File: src/rtl/lift_request_unit_if.sv
`default_nettype none
// ============================================================================
// Module   : lift_request_unit_if
// Purpose  : Bundles the lift request stage's button, feedback and request
//            signals into one interface.
// Signals  : btn_raw[9:0]     raw push buttons (master -> slave)
//            pos[3:0]         one-hot current floor (master -> slave)
//            door_open        door-open flag at pos (master -> slave)
//            up_req[3:0]      latched up calls (slave -> master)
//            dn_req[3:0]      latched down calls (slave -> master)
//            stop_req[3:0]    latched car stops (slave -> master)
//            any_req          OR of all requests (slave -> master)
//            press_pulse[9:0] one-cycle accepted-press pulses (slave -> master)
// Modports : master = lift controller / stimulus side, slave = request unit
// Revision : 1.0 - initial release
// ============================================================================
interface lift_request_unit_if;
  logic [9:0] btn_raw;
  logic [3:0] pos;
  logic       door_open;
  logic [3:0] up_req;
  logic [3:0] dn_req;
  logic [3:0] stop_req;
  logic       any_req;
  logic [9:0] press_pulse;

  modport master (
    output btn_raw, pos, door_open,
    input  up_req, dn_req, stop_req, any_req, press_pulse
  );

  modport slave (
    input  btn_raw, pos, door_open,
    output up_req, dn_req, stop_req, any_req, press_pulse
  );
endinterface
`default_nettype wire

File: src/rtl/lift_request_unit.sv
`default_nettype none
// ============================================================================
// Module   : lift_request_unit
// Purpose  : Front-end request stage of the four-floor lift controller.
//            Each of the ten raw buttons is synchronised (2 flops),
//            debounced, rising-edge detected and latched as a request bit
//            until the lift serves the floor (door open at a one-hot pos).
// Ports    : clk    - rising-edge clock
//            reset  - asynchronous, active-high
//            bus    - lift_request_unit_if.slave: btn_raw, pos, door_open in;
//                     up_req, dn_req, stop_req, any_req, press_pulse out
// Params   : DEBOUNCE_CYCLES (2..255) - consecutive cycles a synchronised
//            level must differ before the debounced level follows it
// Options  : REQ_CANCEL_EN - when defined, pressing a stop key whose request
//            is already latched cancels that request
// Revision : 1.0 - initial release
// ============================================================================
module lift_request_unit #(
  parameter int DEBOUNCE_CYCLES = 4
) (
  input  wire                        clk,
  input  wire                        reset,
  lift_request_unit_if.slave         bus
);

  localparam int           c_nbtn     = 10;
  localparam logic [7:0]   c_cnt_last = 8'(DEBOUNCE_CYCLES - 1);

  logic [c_nbtn-1:0] w_pulse;

  // --------------------------------------------------------------------------
  // Per-button synchroniser, debouncer and rising-edge detector
  // --------------------------------------------------------------------------
  for (genvar i = 0; i < c_nbtn; i++) begin : g_btn
    logic       r_s1;
    logic       r_s2;
    logic       r_lvl;
    logic       r_lvl_d;
    logic       r_pls;
    logic [7:0] r_cnt;

    always_ff @(posedge clk or posedge reset) begin
      if (reset) begin
        r_s1    <= 1'b0;
        r_s2    <= 1'b0;
        r_lvl   <= 1'b0;
        r_lvl_d <= 1'b0;
        r_pls   <= 1'b0;
        r_cnt   <= 8'd0;
      end else begin
        r_s1 <= bus.btn_raw[i];
        r_s2 <= r_s1;
        // Counter only runs while the synced level disagrees; any agreement
        // (e.g. a short glitch ending) restarts the qualification window.
        if (r_s2 == r_lvl) begin
          r_cnt <= 8'd0;
        end else if (r_cnt == c_cnt_last) begin
          r_lvl <= ~r_lvl;
          r_cnt <= 8'd0;
        end else begin
          r_cnt <= r_cnt + 8'd1;
        end
        r_lvl_d <= r_lvl;
        r_pls   <= r_lvl & ~r_lvl_d;
      end
    end

    assign w_pulse[i] = r_pls;
  end

  // --------------------------------------------------------------------------
  // Request latches
  // --------------------------------------------------------------------------
  logic [3:0] r_up;
  logic [3:0] r_dn;
  logic [3:0] r_stop;
  logic [3:0] w_set_up;
  logic [3:0] w_set_dn;
  logic [3:0] w_set_stop;
  logic [3:0] w_clr;
  logic [3:0] w_up_nxt;
  logic [3:0] w_dn_nxt;
  logic [3:0] w_stop_nxt;
  logic       w_pos_onehot;

  // Hall calls map onto floors: up1..up3 -> floors 1..3, dn2..dn4 -> 2..4.
  assign w_set_up   = {1'b0, w_pulse[2:0]};
  assign w_set_dn   = {w_pulse[5:3], 1'b0};
  assign w_set_stop = w_pulse[9:6];

  // A malformed position (none or several floors) must never clear anything.
  assign w_pos_onehot = (bus.pos != 4'b0000) &&
                        ((bus.pos & (bus.pos - 4'd1)) == 4'b0000);

  always_comb begin
    w_clr      = 4'b0000;
    w_up_nxt   = 4'b0000;
    w_dn_nxt   = 4'b0000;
    w_stop_nxt = 4'b0000;
    if (bus.door_open && w_pos_onehot) begin
      w_clr = bus.pos;
    end
    // Service clear is applied last so it beats a simultaneous set.
    w_up_nxt = (r_up | w_set_up) & ~w_clr;
    w_dn_nxt = (r_dn | w_set_dn) & ~w_clr;
`ifdef REQ_CANCEL_EN
    w_stop_nxt = (r_stop ^ w_set_stop) & ~w_clr;
`else
    w_stop_nxt = (r_stop | w_set_stop) & ~w_clr;
`endif
  end

  always_ff @(posedge clk or posedge reset) begin
    if (reset) begin
      r_up   <= 4'b0000;
      r_dn   <= 4'b0000;
      r_stop <= 4'b0000;
    end else begin
      r_up   <= w_up_nxt;
      r_dn   <= w_dn_nxt;
      r_stop <= w_stop_nxt;
    end
  end

  assign bus.up_req      = r_up;
  assign bus.dn_req      = r_dn;
  assign bus.stop_req    = r_stop;
  assign bus.any_req     = |{r_up, r_dn, r_stop};
  assign bus.press_pulse = w_pulse;

endmodule
`default_nettype wire

File: src/flat_wrapper.sv
// flat-port wrapper written by rule: the top's interface ports become plain ports
module lift_request_unit_flat 
#(
  parameter int DEBOUNCE_CYCLES = 4
)
  (clk, reset, bus_btn_raw, bus_pos, bus_door_open, bus_up_req, bus_dn_req, bus_stop_req, bus_any_req, bus_press_pulse);
  lift_request_unit_if bus_i ();
  input  wire clk;
  input  wire reset;
  input wire logic [$bits(bus_i.btn_raw)-1:0] bus_btn_raw;
  input wire logic [$bits(bus_i.pos)-1:0] bus_pos;
  input wire logic [$bits(bus_i.door_open)-1:0] bus_door_open;
  output wire logic [$bits(bus_i.up_req)-1:0] bus_up_req;
  output wire logic [$bits(bus_i.dn_req)-1:0] bus_dn_req;
  output wire logic [$bits(bus_i.stop_req)-1:0] bus_stop_req;
  output wire logic [$bits(bus_i.any_req)-1:0] bus_any_req;
  output wire logic [$bits(bus_i.press_pulse)-1:0] bus_press_pulse;
  assign bus_i.btn_raw = bus_btn_raw;
  assign bus_i.pos = bus_pos;
  assign bus_i.door_open = bus_door_open;
  assign bus_up_req = bus_i.up_req;
  assign bus_dn_req = bus_i.dn_req;
  assign bus_stop_req = bus_i.stop_req;
  assign bus_any_req = bus_i.any_req;
  assign bus_press_pulse = bus_i.press_pulse;
  lift_request_unit #(.DEBOUNCE_CYCLES(DEBOUNCE_CYCLES)) u_core (.clk(clk), .reset(reset), .bus(bus_i));
endmodule
File: config.mk
export PLATFORM = sky130hd
export DESIGN_NAME = lift_request_unit_flat
export DESIGN_NICKNAME = d
export VERILOG_FILES = /design/src/rtl/lift_request_unit_if.sv /design/src/rtl/lift_request_unit.sv /design/src/flat_wrapper.sv
export SDC_FILE = /design/constraint.sdc
export NUM_CORES = 1
export LEC_CHECK = 0
export CORE_MARGIN = 4
export CORE_UTILIZATION = 46
export CTS_CLUSTER_DIAMETER = 200
export DETAILED_ROUTE_END_ITERATION = 7
export SLEW_MARGIN = 20
export SYNTH_ARGS = -nofsm -noshare
export SYNTH_HDL_FRONTEND = slang
export SYNTH_SLANG_ARGS = --single-unit
File: constraint.sdc
create_clock -name clk -period 5.98 [get_ports clk]
set_clock_uncertainty 0.1 [all_clocks]
set_input_delay 1.196 -clock clk [delete_from_list [all_inputs] [get_ports clk]]
set_output_delay 1.196 -clock clk [all_outputs]
set_load 0.02 [all_outputs]
## Yosys cells after proc, flatten, opt, wreduce, memory -nomap -nowiden

Cells that the tools add are included.

- Reductions and logical operators: 15
- Multiplexer cells: 21
- Bitwise operators: 48
- Eq/ne operators: 20
- $add $sub $neg: 11

Operators with widths:

| cell | count |
|---|---|
| two-way mux 8 bit | 20 |
| adder 8 x 1 -> 8 bit (second input constant) | 10 |
| equality test 8 x 2 -> 1 bit (second input constant) | 10 |
| inverter 1 bit | 30 |
| AND reduction 2 bit | 10 |
| bitwise AND 4 bit | 4 |
| OR reduction 12 bit | 1 |
| bitwise AND 1 bit | 10 |
| equality test 1 bit | 10 |
| OR 4 bit | 2 |
| zero test 4 bit | 1 |
| two-way mux 4 bit | 1 |
| inverter 4 bit | 1 |
| OR 4 x 3 -> 4 bit | 1 |
| nonzero test 4 bit | 1 |
| subtractor 4 x 1 -> 4 bit (second input constant) | 1 |
| logical AND 1 bit | 2 |

- Register bits: 142
- Output and inout bits: 23
- Logic and storage cells: 178
- Input bits: 17

## Logic depth before layout (Yosys ltp)

Gate-level depths: netlist of the first run.

- Depth after elaboration: 8
- Depth in mapped cells: 4
- Mapped depth without buffers: 4

## Worst setup path before layout of the first run

Ideal clock, no wire load.

- Path type: register to output
- Start point: register u_core.r_dn[2], in the netlist u_core.bus.dn_req[2]
- End point: output port bus_any_req
- Stages on the path, launching flop included: 3
- Data required time: 4.684 ns
- Path buffers: 0
- Data arrival time: 0.953 ns
- Setup slack: 3.731 ns
- Cell sequence: dfrtp_1 > nor4_1 > nand3_1

- Cells in the longest elaborated chain, start to end: 1

Ends and longest elaborated chain:

| what | RTL line | text |
|---|---|---|
| start, declared | lift_request_unit.sv:75 | `logic [3:0] r_dn;` |
| start signal, assigned | lift_request_unit.sv:120 | `r_dn <= w_dn_nxt;` |
| OR reduction 12 bit | lift_request_unit.sv:128 | `assign bus.any_req = \|{r_up, r_dn, r_stop};` |
| end, declared | flat_wrapper.sv:16 | `output wire logic [$bits(bus_i.any_req)-1:0] bus_any_req;` |

No other way between the ends.

## Final worst setup path of the first run

- Start point: register u_core.r_up[2], in the netlist u_core.bus.up_req[2]
- End point: output port bus_any_req

- Cells in the longest elaborated chain, start to end: 1

Ends and longest elaborated chain:

| what | RTL line | text |
|---|---|---|
| start, declared | lift_request_unit.sv:74 | `logic [3:0] r_up;` |
| start signal, assigned | lift_request_unit.sv:119 | `r_up <= w_up_nxt;` |
| OR reduction 12 bit | lift_request_unit.sv:128 |  |

No other way between the ends.

==> metrics, run 1 <==
status finished, final reports clean; Setup crit end kind output port; pwr/cell area approximately 430 nW/um^2; Post-Synthesis Cells about 490; vias after detailed routing about 3800; Via density roughly 5.2; clk slew on worst S/H paths 0.05 ns; Crit Path Category reg -> out; Hold Path Class reg -> reg; Tcrit/Tclk final 0.522; top_reg_cell synth dfrtp_1; hold path startpoint u_core.g_btn[0].r_s1; critical register-to-register path startpoint u_core.g_btn[1].r_cnt[0]; slew margin rel. 0.383; Static Leak 2.94 nW; commonest non-fill, non-tap cell in the layout dfrtp_1; pin count of the biggest net entering global routing 109; Post-DRT Antenna Nets 0; Synth Register Bits roughly 140; fill count about 1100; Synth Net Count around 520; clock root cell clkbuf_16; crit-path max FO 3; input/output buffers 39; worst path required time 4.68 ns; drt first pass iters 5; cell type of the slowest stage on the worst timing path clkdlybuf4s50_1; core area between 10000 and 15000 sq um; Post-CTS Setup Bufs 0; synth warn 0; Max Cap Violations 0; clock buffer depth 2; RSZ-0062 raised after global routing no; Die Y-Extent 122 um; # rows between 40 and 50; CP Data Arrival Time ~1.8 ns; Initial Util 0.472; setup TNS 0 ns; commonest cells after routing, fill and taps aside 142 x dfrtp_1, 47 x nor2_1, 39 x clkdlybuf4s50_1; CTS Sinks approximately 140; Avg Cell Area, Syn between 10 and 15 sq um; final worst slack between 2 and 3 ns; first-pass GRT wire length ~18 mm; netlist area before placement ~6000 sq um; num ports 40; Slew Limit Fails 0; DIE AREA ~15000 sq um; GP Congestion between 0.8 and 0.9; Largest delay share family, worst path buffers and inverters; Post-synth EDFFs 0; fin nets roughly 570; post-cts resize count 0; detailed placement HPWL 7.37 mm; critical-path cell list nor4_1 -> nand3_1 -> clkdlybuf4s50_1; CTS hold repair buffers 0; GRT Total Usage 0.158; antenna cells 0; share of the core filled with cells 0.560; Crit. Startpoint u_core.bus.up_req[2]; startpoint types flop; FFs w/ async S/R, synth 1.00; starting DRC count in detailed routing approximately 180; sequential share of the synthesized area 0.594; share of cells above drive strength 1 0.110; max incr delay on CP ~0.57 ns; WL final 10.5 mm; min Tclk post-route between 3 and 4 ns; grt total ovfl 0; die extent in x approximately 120 um; number of CTS-inserted buffers 17; Netlist cell types 34; CP bufs+invs 1; vias in the first global route between 3000 and 4000; Max Clock Freq 0.320 GHz; Residual DRC 0; Fin. Hold Viols 0; Worst Max-Slew Pin Slew ~0.93 ns; area grow syn2layout 18.7%; antenna violations before repair 0; clk_lat worst skew about 0.41 ns; WL per Instance between 10 and 15 um; CTS tree done; H-tree levels 4; Final setup violation count 0; Post-Place Setup Slack between 2 and 3 ns; Peak VDD IR around 210 uV
==> metal layers <==
metal | part of all wire | vias up | global-route usage
met1 | 0.47 | 1885 | 0.205
met3 | 0.044 | 7 | 0.0525
met2 | 0.48 | 53 | 0.244
met4 | 0.0080 | 0 | 0.0651
met5 | 0 | - | 0
li1 | - | 1850 | -
==> cell usage after synthesis (2+ instances only) <==
cell,number,share of area
a21oi_1,31,0.026
and2_1,5,0.0052
buf_2,2,0.0017
buf_4,10,0.013
dfrtp_1,142,0.59
ha_1,10,0.021
inv_1,12,0.0075
mux2_2,9,0.017
nand2_1,18,0.011
nand3_1,34,0.028
nand3b_1,2,0.0025
nand4_1,10,0.010
nand4b_1,2,0.0029
nor2_1,47,0.030
nor2b_1,10,0.010
nor4_1,5,0.0052
nor4_2,7,0.015
o21a_1,10,0.013
o21ai_0,30,0.025
o41ai_4,8,0.037
or3_1,30,0.031
or4_4,2,0.0038
or4b_4,7,0.016
xnor2_1,12,0.018
xor2_1,30,0.044
==> per-stage QoR <==
| step | std cells | hold slack [ns] | power, W | cell area (sq um) |
|---|---|---|---|---|
| final | 725 | 0.246 | 0.00306 | 7100 |
| after global routing | 725 | 0.256 | 0.00324 | 7100 |
| after CTS | 725 | 0.248 | 0.00311 | 7100 |
| after detailed placement | 693 | 0.235 | 0.00204 | 6510 |
| after global placement | 693 | 0.236 | 0.00202 | 6510 |
| after floorplan | 494 | 0.231 | 0.00183 | 5980 |
==> cells by family after synthesis <==
logic type               count (synthesis)  share of synthesized area
AND/OR/NAND/NOR                        183                      0.176
XOR/XNOR                                42                     0.0615
flip-flops                             142                      0.594
adder cells (fa/ha/maj)                 10                     0.0209
buffers and inverters                   25                     0.0224
multiplexers                            10                     0.0188
AO/OA/AOI/OAI                           82                      0.106
==> layout make-up <==
type / count / area, sq um / share of cell area
Clock buffer: 26 / 479 / 0.0675
Clock inverter: 6 / 108 / 0.0152
Inverter: 12 / 50.0 / 0.00705
Multi-Input combinational cell: 327 / 2290 / 0.323
Sequential cell: 142 / 3550 / 0.501
Tap cell: 172 / 215 / 0.0303
Timing Repair Buffer: 40 / 398 / 0.0561
==> worst reg2reg max path: stages (launching register included) <==
cell and delay [ns]:
dfrtp_1 0.40, ha_1 0.24, or4b_4 0.52, nor4_2 0.22
mux2_2 0.38
==> where the power goes <==
part | internal [W] | switching (W) | leakage (nW)
Combinational | 0.000322 | 0.000345 | 0.835
Clock | 0.000677 | 0.000362 | 0.283
Sequential | 0.00116 | 0.000188 | 1.82
Total | 0.00216 | 0.000895 | 2.94
==> state kept, by name (all words and copies together) (netlist names) <==
| register | flops |
|---|---|
| u_core.g_btn.r_pls | 10 |
| u_core.g_btn.r_lvl_d | 10 |
| u_core.g_btn.r_cnt | 80 |
| u_core.bus.dn_req | 4 |
| u_core.bus.stop_req | 4 |
| u_core.g_btn.r_s1 | 10 |
| u_core.g_btn.r_lvl | 10 |
| u_core.g_btn.r_s2 | 10 |
| u_core.bus.up_req | 4 |
==> final timing paths <==
check	endpoint	slack [ns]	cells past startpoint
min reg2reg	u_core.g_btn[0].r_s2	0.25	0
min in group asynchronous	u_core.g_btn[5].r_s1	1.27	2
max in group asynchronous	u_core.g_btn[4].r_cnt[5]	3.49	3
max	bus_any_req	2.86	3
max reg2reg	u_core.g_btn[1].r_lvl	4.00	4
min	u_core.g_btn[0].r_s2	0.25	0
No activity file was read; power rests on OpenSTA's default activity.
==> inputs of run 2 (changes only) <==
==> constraint.sdc (replaced) <==
create_clock -name clk -period 3.25 [get_ports clk]
set_clock_uncertainty 0.1 [all_clocks]
set_input_delay 0.65 -clock clk [delete_from_list [all_inputs] [get_ports clk]]
set_output_delay 0.65 -clock clk [all_outputs]
set_load 0.02 [all_outputs]
==> run 2 against run 1 <==
Routed wire length shrank 1.2%. First-iteration DRC count grew 74%. Combinational power grew 83%. Critical endpoint unchanged. Largest cell class unchanged. Largest power group unchanged.
==> metrics, run 2 (synthesized netlist as in run 1, its figures left out) <==
register area 3550 sq um (unchanged); Hold Path Class reg -> reg (unchanged); RSZ-0062 raised after global routing no (unchanged); H-tree levels 4 (unchanged); Post-DRT Antenna Nets 0 (unchanged); area grow syn2layout 19.4% (was 18.7%); Worst Max-Slew Pin Slew 0.753 ns (was 0.926 ns); pin count of the biggest net entering global routing 143 (was 109); Residual DRC 0 (unchanged); core area 12700 sq um (unchanged); setup TNS 0 ns (unchanged); vias after detailed routing 3772 (was 3795); clk slew on worst S/H paths 0.06 ns (was 0.05 ns); min Tclk post-route about 2.6 ns; clk_lat worst skew 0.42 ns (was 0.41 ns); vias in the first global route 3740 (was 3860); Initial Util 0.472 (unchanged); Via density 5.21 (was 5.23); GP Congestion 0.769 (was 0.806); num ports 40 (unchanged); Largest Register u_core.g_btn.r_cnt (unchanged); fill count 1054 (was 1098); DIE AREA 14900 sq um (unchanged); Largest delay share family, worst path buffers and inverters (unchanged); CTS tree done (unchanged); Largest register FFs 80 (unchanged); CP bufs+invs 1 (unchanged); input/output buffers 39 (unchanged); commonest cells after routing, fill and taps aside 142 x dfrtp_1, 47 x nor2_1, 39 x clkdlybuf4s50_1 (unchanged); # rows 41 (unchanged); Static Leak 2.95 nW (was 2.94 nW); Post-CTS Setup Bufs 0 (unchanged); share of cells above drive strength 1 0.120 (was 0.110); clock buffer depth 2 (unchanged); Setup crit end kind output port (unchanged); Crit Path Category reg -> out (unchanged); pwr/cell area 798 nW/um^2 (was 431 nW/um^2); fin nets 567 (unchanged); first-pass GRT wire length 18.0 mm (was 18.2 mm); WL final 10.4 mm (was 10.5 mm); hold path startpoint u_core.g_btn[4].r_s1 (was u_core.g_btn[0].r_s1); CTS Sinks 142 (unchanged); Tcrit/Tclk final 0.789; CP Data Arrival Time 1.81 ns (was 1.83 ns); status finished, final reports clean (unchanged); commonest non-fill, non-tap cell in the layout dfrtp_1 (unchanged); startpoint types flop (unchanged); GRT Total Usage 0.157 (was 0.158); crit-path max FO 3 (unchanged); antenna violations before repair 0 (unchanged); Fin. Hold Viols 0 (unchanged); grt total ovfl 0 (unchanged); final worst slack 0.687 ns (was 2.86 ns); CTS hold repair buffers 0 (unchanged); Max Cap Violations 0 (unchanged); worst path required time 2.50 ns (was 4.68 ns); Final setup violation count 0 (unchanged); die extent in x 122 um (unchanged); Crit. Startpoint u_core.bus.dn_req[2] (was u_core.bus.up_req[2]); detailed placement HPWL 7.03 mm (was 7.37 mm); post-cts resize count 0 (unchanged); WL per Instance 14.4 um (was 14.5 um); drt first pass iters 4 (was 5); Slew Limit Fails 0 (unchanged); slew margin rel. 0.498 (was 0.383); critical register-to-register path startpoint u_core.g_btn[4].r_cnt[0] (was u_core.g_btn[1].r_cnt[0]); critical-path cell list nor4_1 -> nand3_1 -> clkdlybuf4s50_1 (unchanged); max incr delay on CP 0.57 ns (about the same); antenna cells 0 (unchanged); Max Clock Freq around 0.39 GHz; Post-Place Setup Slack 1.11 ns (was 2.98 ns); cell type of the slowest stage on the worst timing path clkdlybuf4s50_1 (unchanged); Peak VDD IR 441 uV (was 212 uV); starting DRC count in detailed routing 305 (was 175); clock root cell clkbuf_16 (unchanged); number of CTS-inserted buffers 17 (unchanged); area of the multi-input gates 2290 sq um (unchanged); Die Y-Extent 122 um (unchanged)
==> run 2: changes by cell type in the layout (fill, tap and decap cells not counted), sizes merged <==
cell / change
clkinvlp: +2
clkinv: +1
clkbuf: -4
==> run 2: where the power goes <==
part | internal, W | switching, W | leakage [nW]
clock network | 0.00128 | 0.000713 | 0.299
registers | 0.00214 | 0.000342 | 1.82
logic | 0.000595 | 0.000627 | 0.835
total | 0.00402 | 0.00168 | 2.95
==> run 2: worst paths after layout <==
path	endpoint	cells past startpoint	slack, ns
worst max-delay path	bus_any_req	3	0.69
worst min-delay path	u_core.g_btn[4].r_s2	0	0.25
worst max register to register	u_core.g_btn[4].r_cnt[4]	4	1.31
worst min register to register	u_core.g_btn[4].r_s2	0	0.25
max in group asynchronous	u_core.g_btn[3].r_cnt[7]	3	1.81
min in group asynchronous	u_core.g_btn[5].r_s1	3	0.68
==> run 2: final cells by class <==
cell class	count	area share
repair buffers	40	0.0575
well taps	172	0.0302
clock buffers	22	0.0678
clock inverters	9	0.0186
inverters	12	0.00684
multi-input cells	327	0.321
flip-flops and latches	142	0.498
==> run 2: metrics by stage <==
step / std cells / util / hold slack [ns] / cell area (sq um) / power, W
4_1_cts: 724 / 0.563 / 0.249 / 7140 / 0.00578
2_1_floorplan: 494 / - / 0.231 / 5980 / 0.00337
3_5_place_dp: 693 / 0.515 / 0.236 / 6520 / 0.00375
3_3_place_gp: 693 / 0.515 / 0.235 / 6520 / 0.00372
5_1_grt: 724 / 0.563 / 0.254 / 7140 / 0.00602
6_report: 724 / 0.563 / 0.247 / 7140 / 0.00570
==> run 2: routing by layer <==
layer / vias to the layer above / share of wire / GRT usage
met4: 0 / 0.016 / 0.0672
met3: 13 / 0.039 / 0.0543
met2: 60 / 0.47 / 0.239
li1: 1845 / - / -
met5: - / 0 / 0
met1: 1854 / 0.48 / 0.204
==> run 2: worst reg2reg max path, delay by kind of cell (launching register included) <==
| kind | cells | cell delay [ns] |
|---|---|---|
| AND/OR/NAND/NOR | 2 | 0.63 |
| AO/OA/AOI/OAI | 1 | 0.45 |
| flip-flops | 1 | 0.38 |
| adder cells (fa/ha/maj) | 1 | 0.26 |
